$ cat src/rtl/disp_pkg.sv
// Shared definitions for the 6-digit multiplexed display scanner.
//   IDX_*     : digit positions, 0 = rightmost (seconds ones) .. 5 = hours tens
//   SEG_*     : active-high {g,f,e,d,c,b,a} segment patterns
//   seg7_decode: BCD digit -> active-high segment pattern, non-BCD codes -> dash
package disp_pkg;

    localparam int unsigned NUM_DIGITS = 6;

    localparam logic [2:0] IDX_SEC_ONES = 3'd0;
    localparam logic [2:0] IDX_SEC_TENS = 3'd1;
    localparam logic [2:0] IDX_MIN_ONES = 3'd2;
    localparam logic [2:0] IDX_MIN_TENS = 3'd3;
    localparam logic [2:0] IDX_HR_ONES  = 3'd4;
    localparam logic [2:0] IDX_HR_TENS  = 3'd5;

    localparam logic [6:0] SEG_DASH = 7'h40;
    localparam logic [6:0] SEG_OFF  = 7'h00;

    function automatic logic [6:0] seg7_decode(input logic [3:0] bcd);
        logic [6:0] pattern;
        case (bcd)
            4'd0:    pattern = 7'h3F;
            4'd1:    pattern = 7'h06;
            4'd2:    pattern = 7'h5B;
            4'd3:    pattern = 7'h4F;
            4'd4:    pattern = 7'h66;
            4'd5:    pattern = 7'h6D;
            4'd6:    pattern = 7'h7D;
            4'd7:    pattern = 7'h07;
            4'd8:    pattern = 7'h7F;
            4'd9:    pattern = 7'h6F;
            default: pattern = SEG_DASH;
        endcase
        return pattern;
    endfunction

endpackage

$ cat src/rtl/bcd_to_seg7.sv
// Combinational BCD to 7-segment decoder.
//   bcd : 4-bit digit code (10..15 shown as a dash)
//   seg : active-high {g,f,e,d,c,b,a}
module bcd_to_seg7
    import disp_pkg::*;
(
    input  logic [3:0] bcd,
    output logic [6:0] seg
);

    always_comb begin
        seg = seg7_decode(bcd);
    end

endmodule

$ cat src/rtl/bcd_display_scanner.sv
// Time-multiplexed 6-digit 7-segment driver for the hh.mm.ss counter chain.
//   clk, reset         : system clock, synchronous active-high reset
//   hr/min/sec_tens/ones: BCD digits, captured once per frame
//   blank_lead         : suppress hours-tens when the captured value is 0
//   blink_en/blink_mask: blank selected digits during the off half of the blink
//   seg                : {g,f,e,d,c,b,a}, polarity per SEG_ACTIVE_LOW
//   dp                 : separator dot, polarity per SEG_ACTIVE_LOW
//   dig_sel            : one-hot digit enable, polarity per DIG_ACTIVE_LOW
module bcd_display_scanner
    import disp_pkg::*;
#(
    parameter int unsigned CLK_HZ         = 50000000,
    parameter int unsigned SCAN_HZ        = 1000,
    parameter int unsigned BLANK_CYCLES   = 16,
    parameter int unsigned SEG_ACTIVE_LOW = 1,
    parameter int unsigned DIG_ACTIVE_LOW = 1
) (
    input  logic       clk,
    input  logic       reset,
    input  logic [3:0] hr_tens,
    input  logic [3:0] hr_ones,
    input  logic [3:0] min_tens,
    input  logic [3:0] min_ones,
    input  logic [3:0] sec_tens,
    input  logic [3:0] sec_ones,
    input  logic       blank_lead,
    input  logic       blink_en,
    input  logic [5:0] blink_mask,
    output logic [6:0] seg,
    output logic       dp,
    output logic [5:0] dig_sel
);

    localparam int unsigned DWELL      = CLK_HZ / SCAN_HZ;
    localparam int unsigned CW         = (DWELL > 1) ? $clog2(DWELL) : 1;
    localparam int unsigned BLINK_HALF = SCAN_HZ / 2;
    localparam int unsigned BW         = (BLINK_HALF > 1) ? $clog2(BLINK_HALF) : 1;

    localparam logic [CW-1:0] CNT_LAST   = CW'(DWELL - 1);
    localparam logic [CW-1:0] BLANK_K    = CW'(BLANK_CYCLES);
    localparam logic [BW-1:0] BLINK_LAST = BW'((BLINK_HALF > 0) ? BLINK_HALF - 1 : 0);

    localparam logic [6:0] SEG_IDLE = (SEG_ACTIVE_LOW != 0) ? 7'h7F : 7'h00;
    localparam logic       DP_IDLE  = (SEG_ACTIVE_LOW != 0);
    localparam logic [5:0] DIG_IDLE = (DIG_ACTIVE_LOW != 0) ? 6'h3F : 6'h00;

    logic [CW-1:0] cnt, cnt_next;
    logic [2:0]    idx, idx_next;
    logic [BW-1:0] bcnt, bcnt_next;
    logic          phase, phase_next;
    logic          tick;

    logic [3:0]    shadow [NUM_DIGITS];
    logic [3:0]    cur_digit;
    logic [6:0]    dec_seg;

    logic [5:0]    onehot;
    logic          dead;
    logic          blanked;
    logic [6:0]    seg_on;
    logic [5:0]    dig_on;
    logic          dp_on;
    logic [6:0]    seg_next;
    logic [5:0]    dig_next;
    logic          dp_next;

    // Scan state register plus frame snapshot
    always_ff @(posedge clk) begin
        if (reset) begin
            cnt   <= '0;
            idx   <= IDX_SEC_ONES;
            bcnt  <= '0;
            phase <= 1'b0;
            for (int unsigned i = 0; i < NUM_DIGITS; i++) begin
                shadow[i] <= '0;
            end
        end else begin
            cnt   <= cnt_next;
            idx   <= idx_next;
            bcnt  <= bcnt_next;
            phase <= phase_next;
            // Capture on the last tick of a frame so all six digits come from one instant
            if (tick && idx == IDX_HR_TENS) begin
                shadow[IDX_SEC_ONES] <= sec_ones;
                shadow[IDX_SEC_TENS] <= sec_tens;
                shadow[IDX_MIN_ONES] <= min_ones;
                shadow[IDX_MIN_TENS] <= min_tens;
                shadow[IDX_HR_ONES]  <= hr_ones;
                shadow[IDX_HR_TENS]  <= hr_tens;
            end
        end
    end

    // Prescaler, digit index and blink phase advance
    always_comb begin
        tick       = (cnt == CNT_LAST);
        cnt_next   = tick ? '0 : cnt + 1'b1;
        idx_next   = idx;
        bcnt_next  = bcnt;
        phase_next = phase;
        if (tick) begin
            idx_next = (idx == IDX_HR_TENS) ? IDX_SEC_ONES : idx + 3'd1;
            if (bcnt == BLINK_LAST) begin
                bcnt_next  = '0;
                phase_next = ~phase;
            end else begin
                bcnt_next = bcnt + 1'b1;
            end
        end
    end

    always_comb begin
        cur_digit = '0;
        case (idx)
            IDX_SEC_ONES: cur_digit = shadow[IDX_SEC_ONES];
            IDX_SEC_TENS: cur_digit = shadow[IDX_SEC_TENS];
            IDX_MIN_ONES: cur_digit = shadow[IDX_MIN_ONES];
            IDX_MIN_TENS: cur_digit = shadow[IDX_MIN_TENS];
            IDX_HR_ONES:  cur_digit = shadow[IDX_HR_ONES];
            IDX_HR_TENS:  cur_digit = shadow[IDX_HR_TENS];
            default:      cur_digit = '0;
        endcase
    end

    bcd_to_seg7 u_dec (
        .bcd (cur_digit),
        .seg (dec_seg)
    );

    // Next output values; blink and leading-zero controls are taken live
    always_comb begin
        onehot  = 6'b000001 << idx;
        dead    = (cnt < BLANK_K);
        blanked = (blink_en && (|(blink_mask & onehot)) && phase)
               || (blank_lead && idx == IDX_HR_TENS && shadow[IDX_HR_TENS] == 4'd0);
        seg_on  = (dead || blanked) ? SEG_OFF : dec_seg;
        dig_on  = dead ? '0 : onehot;
        dp_on   = !dead && !blanked && !phase
               && (idx == IDX_MIN_ONES || idx == IDX_HR_ONES);
        seg_next = (SEG_ACTIVE_LOW != 0) ? ~seg_on : seg_on;
        dp_next  = (SEG_ACTIVE_LOW != 0) ? ~dp_on  : dp_on;
        dig_next = (DIG_ACTIVE_LOW != 0) ? ~dig_on : dig_on;
    end

    // Registered pins, one clock behind the scan state
    always_ff @(posedge clk) begin
        if (reset) begin
            seg     <= SEG_IDLE;
            dp      <= DP_IDLE;
            dig_sel <= DIG_IDLE;
        end else begin
            seg     <= seg_next;
            dp      <= dp_next;
            dig_sel <= dig_next;
        end
    end

endmodule
$ cat config.mk
export PLATFORM = sky130hd
export DESIGN_NAME = bcd_display_scanner
export DESIGN_NICKNAME = d
export VERILOG_FILES = /design/src/rtl/disp_pkg.sv /design/src/rtl/bcd_to_seg7.sv /design/src/rtl/bcd_display_scanner.sv
export SDC_FILE = /design/constraint.sdc
export NUM_CORES = 1
export LEC_CHECK = 0
export BUFFER_PORTS_ARGS = -buffer_cell sky130_fd_sc_hd__clkbuf_2
export CORE_ASPECT_RATIO = 0.9
export CORE_MARGIN = 5
export CORE_UTILIZATION = 52
export DETAILED_ROUTE_END_ITERATION = 8
export PLACE_DENSITY = 0.73
export SYNTH_ARGS = -nofsm -noshare
export SYNTH_HDL_FRONTEND = slang
export SYNTH_SLANG_ARGS = --single-unit
$ cat constraint.sdc
create_clock -name clk -period 3.3 [get_ports clk]
set_clock_uncertainty 0.1 [all_clocks]
set_input_delay 0.33 -clock clk [delete_from_list [all_inputs] [get_ports clk]]
set_output_delay 0.33 -clock clk [all_outputs]
set_load 0.03 [all_outputs]
==> parameters.txt <==
Parameter                              Value

Critical path
  Start-to-end type of the worst setup path ... register to register
  Largest fanout of any net on the critical path ... 18
  Worst EP arrival ... 2.95 ns
  Largest stage delay on the critical path ... 0.58 ns
  Critical path startpoint category ... register
  Ordered cell list for the critical path ... and2_1 -> ha_1 -> a22o_1 -> nor3_1 -> inv_1 -> ha_1 -> o21ai_0 -> o211ai_1
  Required time of the worst setup path ... 3.41 ns
  Worst r2r path cells ... 8
  Crit end category ... register
  Most frequent cell on the critical path ... ha_1
  Slowest-stage cell, CP ... nor3_1

Detailed routing
  Total Wirelength ... 5863 um
  Number of iterations in the first detailed-routing pass ... 4
  DRC ... 0
  Antenna Violating Nets Remaining ... 0
  WL per Instance ... 13.76 um
  Post-detailed-route via-to-cell ratio ... 5.228
  Detailed router's first-iteration violation count ... 129
  Number of vias in the routed layout ... 2,227

Die
  Y dimension of the die ... 83.73 um
  Core outline area ... 5758 sq um
  Die footprint ... 7696 sq um
  Die span in x ... 91.92 um
  Placement row count ... 26
  Number of I/O pins ... 48
  Effective utilization at floorplan ... 54.54%

Clocking
  TritonCTS clock tree ... built
  TritonCTS Buffers ... 9
  Hold-fix buffers at CTS ... 0
  CTS Sinks ... 67
  CTS HTree Levels ... 3
  Source-to-sink clock delay at the later pin of the worst-skew pair ... 0.35 ns
  Reg clk slew, reported paths ... 0.07 ns
  Clock Root Buffer ... clkbuf_8
  Number of buffers added for setup after CTS ... 0
  Maximum root-to-sink buffer count ... 2
  Post-CTS Resized ... 0

Synth
  Register area share after synthesis ... 50.36%
  Mapped Nets ... 351
  Netlist area before placement ... 3141 sq um
  Number of warning messages in the yosys log ... 0
  Cell variety after synth ... 49
  Average instance area after synthesis ... 10.20 sq um
  FFs w/ async S/R, synth ... 0%
  Cells after Synth ... 308
  Flops & latches, synth ... 67
  Number of enable-type register cells in the synthesized netlist ... 24
  Main synth FF type ... dfxtp_1

Pwr
  Highest ir drop seen on vdd ... 0.0002474 V
  Cell Pwr Density ... 456.8 nW/um^2
  LEAKAGE ... 0.001374 uW

Placement
  Detail Placement HPWL ... 4210 um
  RD Place Congestion ... 0.8504
  Number of buffers added on ports ... 47

Finish
  N_diodes ... 0
  Fraction of final layout cells with drive strength greater than 1 ... 21.35%
  Final nets ... 394
  # fillers ... 487
  Core occupancy in the finished layout ... 62.60%
  Layout area overhead ... 14.78%

STA
  Share of the cycle needed by the critical path after routing ... 86.13%
  Final worst path period need ... 2.842 ns
  Setup repair after global routing missed its margin ... no
  Max-slew headroom at the worst pin ... 53.63%
  Number of max-slew violations in the final report ... 0
  Final Hold Violating Endpoints ... 0
  Transition time of the tightest slew-check pin ... 0.6902 ns
  Count of endpoints failing setup in the final report ... 0
  Max Clock Freq ... 351.8 MHz
  Accumulated negative setup slack ... 0 ns

Global routing
  Gr ovfl total ... 0
  Global-route wire length before repair ... 10,010 um
  Number of antenna violations at the first check in global routing ... 0
  Via count of the first global-routing pass ... 2,099
  Maximum number of pins on one net before global-route repair ... 25
  Total global-route track usage ... 16.44%

Run status
  Status ... completed

Worst hold path
  Type of the most critical hold path ... primary input to register
  Number of cells on the worst hold path ... 2

Run
  Total of max-cap violations ... 0
[sequential cells by signal, summed over array words and instances, names as in the netlist]
name,flops
bcnt,9
cnt,16
dig_sel,6
dp,1
idx,3
phase,1
seg,7
shadow,24
[metal layers]
metal  vias up  share of wire (%)  global-route usage [%]
met4         0                1.4                   4.588
met3        10                6.1                   7.304
met1      1007                 50                   22.63
met2        45                 42                   23.34
li1       1165                  -                       -
met5         -                  0                       0
[cells by family (layout without fill, tap and decap cells)]
group	Yosys count	in the layout	share of synthesized area (%)
xor gates and xnor gates	25	25	6.972
adders and majority gates	9	9	3.586
muxes	10	10	3.546
buffers and inverters	26	74	3.785
DFF	67	67	50.36
AOI/OAI and AO/OA	30	30	6.853
and+or+nand+nor	141	141	24.90
[path summary, 6_finish.rpt]
kind / startpoint / end / slack [ns]
max: idx[1] / seg[3] / 0.46
min: sec_tens[2] / shadow[1][2] / 0.15
max reg2reg: idx[1] / seg[3] / 0.46
min reg2reg: cnt[0] / cnt[0] / 0.37
[cell usage in the layout, fill, tap and decap left out, drive strengths merged, types with 3 or more instances in the layout]
master  count
and3b       3
clkbuf     57
nor4        8
and3        4
nand3b      6
o211ai      6
clkinv      3
buf         3
mux2i       7
o21ai       6
xnor2      16
inv         8
nor3       11
nand4       7
edfxtp     24
mux2        3
and2       26
ha          9
nor2       33
or2         4
nand3      13
nand2      20
a21oi       7
dfxtp      43
xor2        9
[worst max-delay path: cells and delay by family (launching register included)]
kind                       cells  cell delay, ns
adders and majority gates      2            0.52
buffers and inverters          1            0.19
and+or+nand+nor                2            0.85
DFF                            1            0.51
AOI/OAI and AO/OA              3            0.52
[area by class of cell]
type                       instances  area [sq um]  area share, %
sequential                        67          1582          43.87
multi-input combinational        215          1440          39.95
timing repair buffer              50         257.7          7.150
clock buffer                      10         127.6          3.540
tap                               70         87.58          2.430
clock inverter                     6         80.08          2.221
inverter                           8         30.03         0.8330
[cell usage after synthesis (2+ instances only)]
cell type | number | area share (%)
buf_2 | 11 | 1.8
xnor2_1 | 16 | 4.5
or2_1 | 3 | 0.60
and2_1 | 26 | 5.2
nor4_1 | 7 | 1.4
nor3_1 | 8 | 1.3
nor2_1 | 33 | 3.9
and3b_1 | 3 | 0.84
nand3_1 | 13 | 2.1
o211ai_1 | 5 | 1.2
inv_1 | 8 | 0.96
mux2i_1 | 7 | 2.2
o21ai_0 | 4 | 0.64
ha_1 | 9 | 3.6
clkbuf_1 | 5 | 0.60
o21ai_1 | 2 | 0.32
xor2_1 | 9 | 2.5
nand2_1 | 20 | 2.4
mux2_4 | 2 | 0.96
edfxtp_1 | 24 | 23
a21oi_1 | 7 | 1.1
nand4_1 | 6 | 1.2
dfxtp_1 | 43 | 27
nand2b_1 | 2 | 0.40
nor3_2 | 2 | 0.64
nand3b_1 | 6 | 1.4
and3_1 | 4 | 0.80
a22o_1 | 2 | 0.56
[power by group]
part | switching, uW | internal [uW] | leakage, uW
clock network | 297 | 419 | 0.000101
logic | 30.2 | 27.1 | 0.000677
registers | 7.11 | 866 | 0.000595
[per-stage QoR]
stage	hold WS [ns]	instances	setup WS [ns]	power, uW	instance area, sq um
4_1_cts	0.1413	426	0.4896	1665	3605
6_report	0.1547	426	0.4575	1647	3605
5_1_grt	0.1397	426	0.2982	1712	3605
2_1_floorplan	0.3297	308	0.8804	921.6	3141
3_3_place_gp	0.3427	410	0.6624	948.3	3397
3_5_place_dp	0.3534	410	0.5399	949.2	3397
No activity file was read; power rests on OpenSTA's default activity.
